$ cat src/rtl/memory_arbiter_if.sv
// memory_arbiter_if: request, response and memory-bus signals of the memory arbiter
//   slave  : arbiter side (takes fetch/data requests and bus responses, drives results and bus commands)
//   master : environment side (requesters plus external memory)
interface memory_arbiter_if;
  logic        fetch_enable;
  logic [31:0] fetch_address;
  logic [31:0] fetch_data;
  logic        fetch_valid;
  logic        data_read;
  logic        data_write;
  logic [31:0] data_address;
  logic [31:0] data_write_data;
  logic [3:0]  data_byte_enable;
  logic [31:0] data_read_data;
  logic        data_valid;
  logic        data_wait;
  logic [31:0] mem_address;
  logic        mem_read;
  logic        mem_write;
  logic [31:0] mem_write_data;
  logic [3:0]  mem_byte_enable;
  logic        mem_wait;
  logic        mem_read_valid;
  logic [31:0] mem_read_data;
  modport slave (
    input  fetch_enable, fetch_address, data_read, data_write, data_address, data_write_data,
           data_byte_enable, mem_wait, mem_read_valid, mem_read_data,
    output fetch_data, fetch_valid, data_read_data, data_valid, data_wait,
           mem_address, mem_read, mem_write, mem_write_data, mem_byte_enable
  );
  modport master (
    output fetch_enable, fetch_address, data_read, data_write, data_address, data_write_data,
           data_byte_enable, mem_wait, mem_read_valid, mem_read_data,
    input  fetch_data, fetch_valid, data_read_data, data_valid, data_wait,
           mem_address, mem_read, mem_write, mem_write_data, mem_byte_enable
  );
endinterface

$ cat src/rtl/memory_arbiter.sv
// memory_arbiter: shares one external memory port between instruction fetch and data accesses
//   clock, reset_n : rising-edge clock, asynchronous active-low reset
//   bus.fetch_*    : fetch read request, registered instruction word and valid pulse
//   bus.data_*     : load/store request, registered load data, valid pulse, stall
//   bus.mem_*      : single-outstanding memory command and read response
module memory_arbiter #(
  parameter int STARVE_LIMIT = 4
) (
  input logic clock,
  input logic reset_n,
  memory_arbiter_if.slave bus
);
  typedef enum logic [2:0] {IDLE, FETCH_CMD, FETCH_RESP, DATA_READ_CMD, DATA_READ_RESP, DATA_WRITE_CMD} state_t;
  localparam int CW = $clog2(STARVE_LIMIT + 1);
  localparam logic [CW-1:0] LIMIT = CW'(STARVE_LIMIT);
  state_t state, state_next;
  logic [CW-1:0] count, count_next;
  logic [31:0] addr_q, wdata_q;
  logic [3:0] be_q;
  logic fetch_elig, data_elig, grant_data, grant_fetch, fetch_hit;
  // a requester whose result is being presented this cycle may not be re-granted yet
  assign fetch_elig = bus.fetch_enable && !bus.fetch_valid;
  assign data_elig = (bus.data_read || bus.data_write) && !bus.data_valid;
  // a fetch whose address moved on (flush) still drains the bus but its data is discarded
  assign fetch_hit = bus.fetch_enable && bus.fetch_address == addr_q;
  always_comb begin
    state_next = state;
    count_next = count;
    grant_data = 1'b0;
    grant_fetch = 1'b0;
    case (state)
      IDLE: begin
        grant_data = data_elig && (!bus.fetch_enable || count < LIMIT);
        grant_fetch = !grant_data && fetch_elig;
        if (grant_data) begin
          state_next = bus.data_write ? DATA_WRITE_CMD : DATA_READ_CMD;
          count_next = !bus.fetch_enable ? '0 : count == LIMIT ? count : count + 1'b1;
        end else if (grant_fetch) begin
          state_next = FETCH_CMD;
          count_next = '0;
        end
      end
      FETCH_CMD:      state_next = bus.mem_wait ? FETCH_CMD : FETCH_RESP;
      DATA_READ_CMD:  state_next = bus.mem_wait ? DATA_READ_CMD : DATA_READ_RESP;
      DATA_WRITE_CMD: state_next = bus.mem_wait ? DATA_WRITE_CMD : IDLE;
      FETCH_RESP:     state_next = bus.mem_read_valid ? IDLE : FETCH_RESP;
      DATA_READ_RESP: state_next = bus.mem_read_valid ? IDLE : DATA_READ_RESP;
      default:        state_next = IDLE;
    endcase
  end
  always_ff @(posedge clock or negedge reset_n) begin
    if (!reset_n) begin
      state <= IDLE;
      count <= '0;
      addr_q <= '0;
      wdata_q <= '0;
      be_q <= '0;
      bus.fetch_data <= '0;
      bus.fetch_valid <= 1'b0;
      bus.data_read_data <= '0;
      bus.data_valid <= 1'b0;
    end else begin
      state <= state_next;
      count <= count_next;
      bus.fetch_valid <= state == FETCH_RESP && bus.mem_read_valid && fetch_hit;
      bus.data_valid <= (state == DATA_READ_RESP && bus.mem_read_valid) || (state == DATA_WRITE_CMD && !bus.mem_wait);
      if (state == FETCH_RESP && bus.mem_read_valid && fetch_hit) bus.fetch_data <= bus.mem_read_data;
      if (state == DATA_READ_RESP && bus.mem_read_valid) bus.data_read_data <= bus.mem_read_data;
      if (grant_data || grant_fetch) begin
        addr_q <= grant_data ? bus.data_address : bus.fetch_address;
        wdata_q <= grant_data && bus.data_write ? bus.data_write_data : '0;
        be_q <= grant_data && bus.data_write ? bus.data_byte_enable : 4'hf;
      end
    end
  end
  // commands decode straight from the state register, so they are glitch-free and hold while mem_wait
  assign bus.mem_read = state == FETCH_CMD || state == DATA_READ_CMD;
  assign bus.mem_write = state == DATA_WRITE_CMD;
  assign bus.mem_address = addr_q;
  assign bus.mem_write_data = wdata_q;
  assign bus.mem_byte_enable = be_q;
  assign bus.data_wait = reset_n && (bus.data_read || bus.data_write) && !bus.data_valid;
endmodule

$ cat src/flat_wrapper.sv
// flat-port wrapper written by rule: the top's interface ports become plain ports
module memory_arbiter_flat 
#(
  parameter int STARVE_LIMIT = 4
)
  (clock, reset_n, bus_fetch_enable, bus_fetch_address, bus_data_read, bus_data_write, bus_data_address, bus_data_write_data, bus_data_byte_enable, bus_mem_wait, bus_mem_read_valid, bus_mem_read_data, bus_fetch_data, bus_fetch_valid, bus_data_read_data, bus_data_valid, bus_data_wait, bus_mem_address, bus_mem_read, bus_mem_write, bus_mem_write_data, bus_mem_byte_enable);
  memory_arbiter_if bus_i ();
  input logic clock;
  input logic reset_n;
  input wire logic [$bits(bus_i.fetch_enable)-1:0] bus_fetch_enable;
  input wire logic [$bits(bus_i.fetch_address)-1:0] bus_fetch_address;
  input wire logic [$bits(bus_i.data_read)-1:0] bus_data_read;
  input wire logic [$bits(bus_i.data_write)-1:0] bus_data_write;
  input wire logic [$bits(bus_i.data_address)-1:0] bus_data_address;
  input wire logic [$bits(bus_i.data_write_data)-1:0] bus_data_write_data;
  input wire logic [$bits(bus_i.data_byte_enable)-1:0] bus_data_byte_enable;
  input wire logic [$bits(bus_i.mem_wait)-1:0] bus_mem_wait;
  input wire logic [$bits(bus_i.mem_read_valid)-1:0] bus_mem_read_valid;
  input wire logic [$bits(bus_i.mem_read_data)-1:0] bus_mem_read_data;
  output wire logic [$bits(bus_i.fetch_data)-1:0] bus_fetch_data;
  output wire logic [$bits(bus_i.fetch_valid)-1:0] bus_fetch_valid;
  output wire logic [$bits(bus_i.data_read_data)-1:0] bus_data_read_data;
  output wire logic [$bits(bus_i.data_valid)-1:0] bus_data_valid;
  output wire logic [$bits(bus_i.data_wait)-1:0] bus_data_wait;
  output wire logic [$bits(bus_i.mem_address)-1:0] bus_mem_address;
  output wire logic [$bits(bus_i.mem_read)-1:0] bus_mem_read;
  output wire logic [$bits(bus_i.mem_write)-1:0] bus_mem_write;
  output wire logic [$bits(bus_i.mem_write_data)-1:0] bus_mem_write_data;
  output wire logic [$bits(bus_i.mem_byte_enable)-1:0] bus_mem_byte_enable;
  assign bus_i.fetch_enable = bus_fetch_enable;
  assign bus_i.fetch_address = bus_fetch_address;
  assign bus_i.data_read = bus_data_read;
  assign bus_i.data_write = bus_data_write;
  assign bus_i.data_address = bus_data_address;
  assign bus_i.data_write_data = bus_data_write_data;
  assign bus_i.data_byte_enable = bus_data_byte_enable;
  assign bus_i.mem_wait = bus_mem_wait;
  assign bus_i.mem_read_valid = bus_mem_read_valid;
  assign bus_i.mem_read_data = bus_mem_read_data;
  assign bus_fetch_data = bus_i.fetch_data;
  assign bus_fetch_valid = bus_i.fetch_valid;
  assign bus_data_read_data = bus_i.data_read_data;
  assign bus_data_valid = bus_i.data_valid;
  assign bus_data_wait = bus_i.data_wait;
  assign bus_mem_address = bus_i.mem_address;
  assign bus_mem_read = bus_i.mem_read;
  assign bus_mem_write = bus_i.mem_write;
  assign bus_mem_write_data = bus_i.mem_write_data;
  assign bus_mem_byte_enable = bus_i.mem_byte_enable;
  memory_arbiter #(.STARVE_LIMIT(STARVE_LIMIT)) u_core (.clock(clock), .reset_n(reset_n), .bus(bus_i));
endmodule
$ cat config.mk
export PLATFORM = sky130hd
export DESIGN_NAME = memory_arbiter_flat
export DESIGN_NICKNAME = d
export VERILOG_FILES = /design/src/rtl/memory_arbiter_if.sv /design/src/rtl/memory_arbiter.sv /design/src/flat_wrapper.sv
export SDC_FILE = /design/constraint.sdc
export NUM_CORES = 1
export LEC_CHECK = 0
export CORE_MARGIN = 2
export CORE_UTILIZATION = 38
export CTS_BUF_LIST = sky130_fd_sc_hd__clkbuf_16
export DETAILED_ROUTE_END_ITERATION = 10
export GPL_ROUTABILITY_DRIVEN = 1
export GPL_TIMING_DRIVEN = 0
export PLACE_DENSITY_LB_ADDON = 0.08
export SYNTH_ARGS = -nofsm -noshare
export SYNTH_HDL_FRONTEND = slang
export SYNTH_SLANG_ARGS = --single-unit
$ cat constraint.sdc
create_clock -name clock -period 2.2 [get_ports clock]
set_clock_uncertainty 0.15 [all_clocks]
set_input_delay 0.44 -clock clock [delete_from_list [all_inputs] [get_ports clock]]
set_output_delay 0.44 -clock clock [all_outputs]
set_load 0.01 [all_outputs]
After elaboration in Yosys (flattened, before gate mapping)
Index checks and enable logic that the tools add are counted.
Storage, ports and cells
  register bits after elaboration: 140
  input bits: 139
  output and inout bits: 137
  word-level logic and storage cells: 63
Operators by class
  reductions and logical operators: 25
  order comparisons: 1
  equality and inequality tests: 9
  mux-type cells: 18
  add/sub/neg operators: 1
Operators by type and width (count)
  $mux W32: 2
  $eq A32 B32 Y1: 1
  $mux W3: 10
  $pmux W3 S6: 1
  $logic_and A1 B1 Y1: 12
  $eq A3 B3 Y1 const B: 3
  $eq A3 B2 Y1 const B: 2
  $logic_not A1 Y1: 5
  $logic_or A1 B1 Y1: 5
  $mux W2: 2
  $mux W4: 1
  $add A3 B1 Y3 const B: 1
  $eq A3 B1 Y1 const B: 1
  $logic_not A3 Y1: 1
  $lt A3 B3 Y1 const B: 1
  $ne A3 B1 Y1 const B: 1
  $ne A3 B3 Y1 const B: 1
  $reduce_and A3 Y1: 1
  $mux W1: 2
  $reduce_bool A2 Y1: 1

Longest topological paths before layout
  depth after elaboration: 8
  depth in mapped cells: 9
  mapped depth without buffers: 5

Worst setup path after synthesis
OpenSTA, ideal clock, no wires.
  path type: input port to flip-flop
  start: in bus_fetch_address[29]
  end: reg u_core.bus.fetch_data[10]
  stages on the path: 6
  arrival time: 2.076 ns
  library setup time: 0.125 ns
  required time: 1.925 ns
  setup slack: -0.152 ns
  path through: xor2_1 -> or4b_1 -> or4_1 -> buf_6 -> buf_12 -> mux2_4
On the way
  word-level cells in the longest chain between the ends: 3
Ends and longest elaborated chain
  start, declared: line flat_wrapper.sv:11  | input wire logic [$bits(bus_i.fetch_address)-1:0] bus_fetch_address;
  $eq A32 B32 Y1: line memory_arbiter.sv:25  | assign fetch_hit = bus.fetch_enable && bus.fetch_address == addr_q;
  $logic_and A1 B1 Y1: line memory_arbiter.sv:25
  $logic_and A1 B1 Y1: line memory_arbiter.sv:67  | if (state == FETCH_RESP && bus.mem_read_valid && fetch_hit) bus.fetch_data <= bus.mem_read_data;
  end signal, assigned: line memory_arbiter.sv:67
  end, declared: line memory_arbiter_if.sv:28  | output fetch_data, fetch_valid, data_read_data, data_valid, data_wait,
Every way passes these cells.
A chain may end at the register's enable or synchronous reset.

Worst setup path in the final report
  start: in bus_fetch_address[11]
  end: reg u_core.bus.fetch_data[12]
Same word-level chain as after synthesis.

==> impl_table.tex <==
\begin{tabular}{lr}
\hline
Metric & Value \\
\hline
\multicolumn{2}{l}{\textbf{Critical path}} \\
\quad Kind of start point of the critical path & input port \\
\quad Type of destination of the critical path & flop \\
\quad Endpoint arrival time on the critical path & approximately 2700 ps \\
\quad Maximum net fanout on the critical path & 10 \\
\quad Data required time at the worst endpoint & about 2400 ps \\
\quad Setup Crit Path Kind & input port to flop \\
\multicolumn{2}{l}{\textbf{Routing}} \\
\quad Starting DRC count in detailed routing & 213 \\
\quad Router iterations before antenna repair & 5 \\
\quad Remaining design rule violation count & 0 \\
\quad Routed via count & around 5.0k \\
\quad Routed len/inst & between 15 and 20 um \\
\quad Final WL & roughly 18000 um \\
\quad Final ANT Viol Nets & 0 \\
\quad Ratio of routed vias to standard cells & a little over 5 \\
\multicolumn{2}{l}{\textbf{Timing}} \\
\quad Worst-Margin Slew & roughly 560 ps \\
\quad Worst hold slack & -242.2 ps \\
\quad Max-slew violation count & 0 \\
\quad Setup repair after global routing missed its margin & yes \\
\quad Fmax & just under 400 MHz \\
\quad Relative slew slack & $\sim$63\% \\
\quad Min setup slack post-route & -334.2 ps \\
\quad Min Clock Period, post-route & $\sim$2500 ps \\
\quad Period Utilization, post-route & 115.2\% \\
\quad Endpoints failing hold & 67 \\
\quad Final-report setup violation count & 32 \\
\multicolumn{2}{l}{\textbf{Floorplanning}} \\
\quad Die extent in y & 129.4 um \\
\quad Core area & 0.01526 mm\^{}2 \\
\quad \# IOs & approximately 280 \\
\quad Width of the die & around 130 um \\
\quad Number of placement rows & between 40 and 50 \\
\quad Overall die area & 0.01674 mm\^{}2 \\
\quad Initial standard-cell utilization of the core & 39.16\% \\
\multicolumn{2}{l}{\textbf{Placed design}} \\
\quad HPWL after detailed placement & around 13000 um \\
\quad Minimum setup slack after placement & -913.6 ps \\
\quad Count of buffers inserted at the top-level ports & approximately 280 \\
\quad GP Congestion & slightly above 0.8 \\
\multicolumn{2}{l}{\textbf{Synth}} \\
\quad Number of distinct library cell variants in the gate-level netlist after synthesis & 38 \\
\quad Primary flip-flop cell chosen by synthesis mapping & sky130\_fd\_sc\_hd\_\_dfrtp\_1 \\
\quad Yosys warning total & 0 \\
\quad Share of flip-flops with an asynchronous set or reset & 100.0\% \\
\quad Yosys reg bits & 140 \\
\quad Gate Count Post-Synth & 460 \\
\quad Post-synth EDFFs & 0 \\
\quad Per-instance average area after synthesis & approximately 13 um\^{}2 \\
\quad Share of synthesized area occupied by flip-flops and latches & approximately 59\% \\
\quad Netlist Area Pre-Place & about 0.0060 mm\^{}2 \\
\quad Net Count, Synth & between 600 and 700 \\
\multicolumn{2}{l}{\textbf{Cells and area}} \\
\quad Total inserted antenna cells & 0 \\
\quad Number of nets in the finished design & between 900 and 1k \\
\quad Proportion of layout cells with a drive suffix above 1 & approximately a fifth \\
\quad Most common cell after layout, fill and taps aside & sky130\_fd\_sc\_hd\_\_clkdlybuf4s50\_1 \\
\quad Post-Route Utilization & 64.57\% \\
\quad Layout Area Growth over Synthesis & 64.87\% \\
\quad Commonest non-fill, non-tap cells in the layout & sky130\_fd\_sc\_hd\_\_clkdlybuf4s50\_1 (247), sky130\_fd\_sc\_hd\_\_dfrtp\_1 (138), sky130\_fd\_sc\_hd\_\_nand2\_1 (39) \\
\multicolumn{2}{l}{\textbf{Clock tree}} \\
\quad Clk slew on worst S/H paths & about 60 ps \\
\quad Later-pin clock latency in the skew report & roughly 420 ps \\
\quad Clock root buffer & sky130\_fd\_sc\_hd\_\_clkbuf\_16 \\
\quad TritonCTS clock tree & built \\
\quad Clk sinks & 140 \\
\quad Clock buffer count from CTS & 17 \\
\quad Number of levels the H-tree was split into & 4 \\
\quad Maximum count of clock buffers along a single path & 2 \\
\multicolumn{2}{l}{\textbf{GRT}} \\
\quad Antenna violations before repair & 1 \\
\quad Overall routing resource usage & between 20\% and 30\% \\
\quad Global-route wire length before repair & 27250 um \\
\quad Remaining global-route overflow & 0 \\
\quad Largest net degree at the start of global routing & 70 \\
\quad Vias in the first global route & between 5k and 6k \\
\multicolumn{2}{l}{\textbf{Min path}} \\
\quad Worst min path class & input port to async pin \\
\multicolumn{2}{l}{\textbf{Power}} \\
\quad Static leakage & around 0.0044 uW \\
\quad Maximum ir drop on the vdd rail & 642.9 uV \\
\quad Final Total Pwr & 11760 uW \\
\quad Pwr dens & 1194 mW/mm\^{}2 \\
\multicolumn{2}{l}{\textbf{Run status}} \\
\quad Failing checks & negative hold slack, negative setup slack \\
\quad Run status & finished with violations \\
\multicolumn{2}{l}{\textbf{Flow run}} \\
\quad Max-cap violations & 0 \\
\hline
\end{tabular}
==> layer usage <==
metal  up-vias  GRT usage, %  wire length [um]
met3        33         6.854              1263
met2       211         36.25              9032
met5         -             0                13
met1      2457         25.71              7352
li1       2275             -                 -
met4         2         8.312               420
==> cells in the mapped netlist (2+ instances only) <==
cell type | count | area [um^2]
sky130_fd_sc_hd__a21oi_1 | 3 | 15.01
sky130_fd_sc_hd__a22o_1 | 33 | 289.0
sky130_fd_sc_hd__and2_1 | 2 | 12.51
sky130_fd_sc_hd__buf_12 | 3 | 60.06
sky130_fd_sc_hd__buf_2 | 6 | 30.03
sky130_fd_sc_hd__clkbuf_1 | 20 | 75.07
sky130_fd_sc_hd__dfrtp_1 | 140 | 3503
sky130_fd_sc_hd__ha_1 | 2 | 25.02
sky130_fd_sc_hd__inv_1 | 2 | 7.510
sky130_fd_sc_hd__mux2_2 | 35 | 394.1
sky130_fd_sc_hd__mux2_4 | 30 | 450.4
sky130_fd_sc_hd__nand2_1 | 40 | 150.1
sky130_fd_sc_hd__nand2b_1 | 2 | 12.51
sky130_fd_sc_hd__nand3_1 | 3 | 15.01
sky130_fd_sc_hd__nand4_1 | 4 | 25.02
sky130_fd_sc_hd__nor2_1 | 3 | 11.26
sky130_fd_sc_hd__nor4_1 | 13 | 81.33
sky130_fd_sc_hd__nor4b_1 | 2 | 17.52
sky130_fd_sc_hd__o21ai_0 | 34 | 170.2
sky130_fd_sc_hd__o22a_1 | 4 | 35.03
sky130_fd_sc_hd__o22ai_1 | 32 | 200.2
sky130_fd_sc_hd__xnor2_1 | 4 | 35.03
sky130_fd_sc_hd__xor2_1 | 28 | 245.2
==> path summary, 6_finish.rpt <==
kind | slack (ps) | depth (start not counted) | startpoint | endpoint
worst max-delay path | -330 | 7 | bus_fetch_address[11] | u_core.bus.fetch_data[12]$_DFFE_PN0P_
worst min-delay path | -240 | 1 | reset_n | u_core.bus.fetch_data[9]$_DFFE_PN0P_
worst max register to register | -310 | 6 | u_core.bus.mem_address[26]$_DFFE_PN0P_ | u_core.bus.fetch_data[12]$_DFFE_PN0P_
worst min register to register | 350 | 1 | u_core.bus.mem_write_data[1]$_DFFE_PN0P_ | u_core.bus.mem_write_data[1]$_DFFE_PN0P_
max in group asynchronous | 1460 | 2 | reset_n | u_core.bus.data_read_data[5]$_DFFE_PN0P_
min in group clock | 220 | 2 | bus_data_write | u_core.state[1]$_DFFE_PN0P_
==> stage by stage <==
stage / cell area (um^2) / instances / hold WS, ps / setup TNS, ps
finish: 9852 / 984 / -242.2 / -10030
global route: 9852 / 984 / -227.3 / -11410
CTS: 9808 / 986 / -226.7 / -7358
detailed placement: 9021 / 947 / 337.9 / -99360
global placement: 8992 / 946 / 338.7 / -806200
floorplan: 5976 / 460 / -5.591 / -4546
==> power breakdown <==
part	switching, uW	internal [uW]	total (uW)	leakage, uW
Clock	1120	1660	2780	0.000271
Combinational	2260	2690	4950	0.00229
Sequential	616	3420	4030	0.00180
Total	3990	7770	11800	0.00437
==> critical path, stage by stage <==
cell and delay, ps:
sky130_fd_sc_hd__clkdlybuf4s50_1 480, sky130_fd_sc_hd__xnor2_2 210, sky130_fd_sc_hd__nor4bb_2 270, sky130_fd_sc_hd__nand3_1 120
sky130_fd_sc_hd__or4_4 650, sky130_fd_sc_hd__buf_12 200, sky130_fd_sc_hd__mux2_4 300
==> timing repair <==
item	in CTS	in global routing
cloned	2	0
endpoints found under the hold margin	67	67
endpoints found under the setup margin	137	94
resized for setup	59	24
buffers inserted	8	1
pin swaps	3	2
==> final cells by class <==
type	count	area [um^2]
Fill cell	1183	5406
Sequential cell	140	3506
Timing Repair Buffer	287	2895
Multi-Input combinational cell	287	2432
Clock buffer	17	425.4
Tap cell	211	264.0
Buffer	25	173.9
Clock inverter	14	143.9
Inverter	3	11.26
==> logic make-up (layout without fill, tap and decap cells) <==
| logic type | Yosys count | count (layout) | share of synthesized area, % |
|---|---|---|---|
| xor+xnor | 32 | 32 | 4.690 |
| simple gates | 78 | 78 | 6.533 |
| buf+inv | 33 | 346 | 3.141 |
| compound gates | 110 | 110 | 12.46 |
| mux | 65 | 65 | 14.13 |
| fa+ha+maj | 2 | 2 | 0.4187 |
| flops | 140 | 140 | 58.63 |
==> flip-flops by register name, summed over array words and instances (netlist names) <==
register and flops:
u_core.bus.data_valid 1, u_core.bus.mem_byte_enable 4, u_core.state 3, u_core.bus.data_read_data 32, u_core.bus.fetch_data 32, u_core.count 3
u_core.bus.fetch_valid 1, u_core.bus.mem_write_data 32, u_core.bus.mem_address 32
No activity file was read; power rests on OpenSTA's default activity.
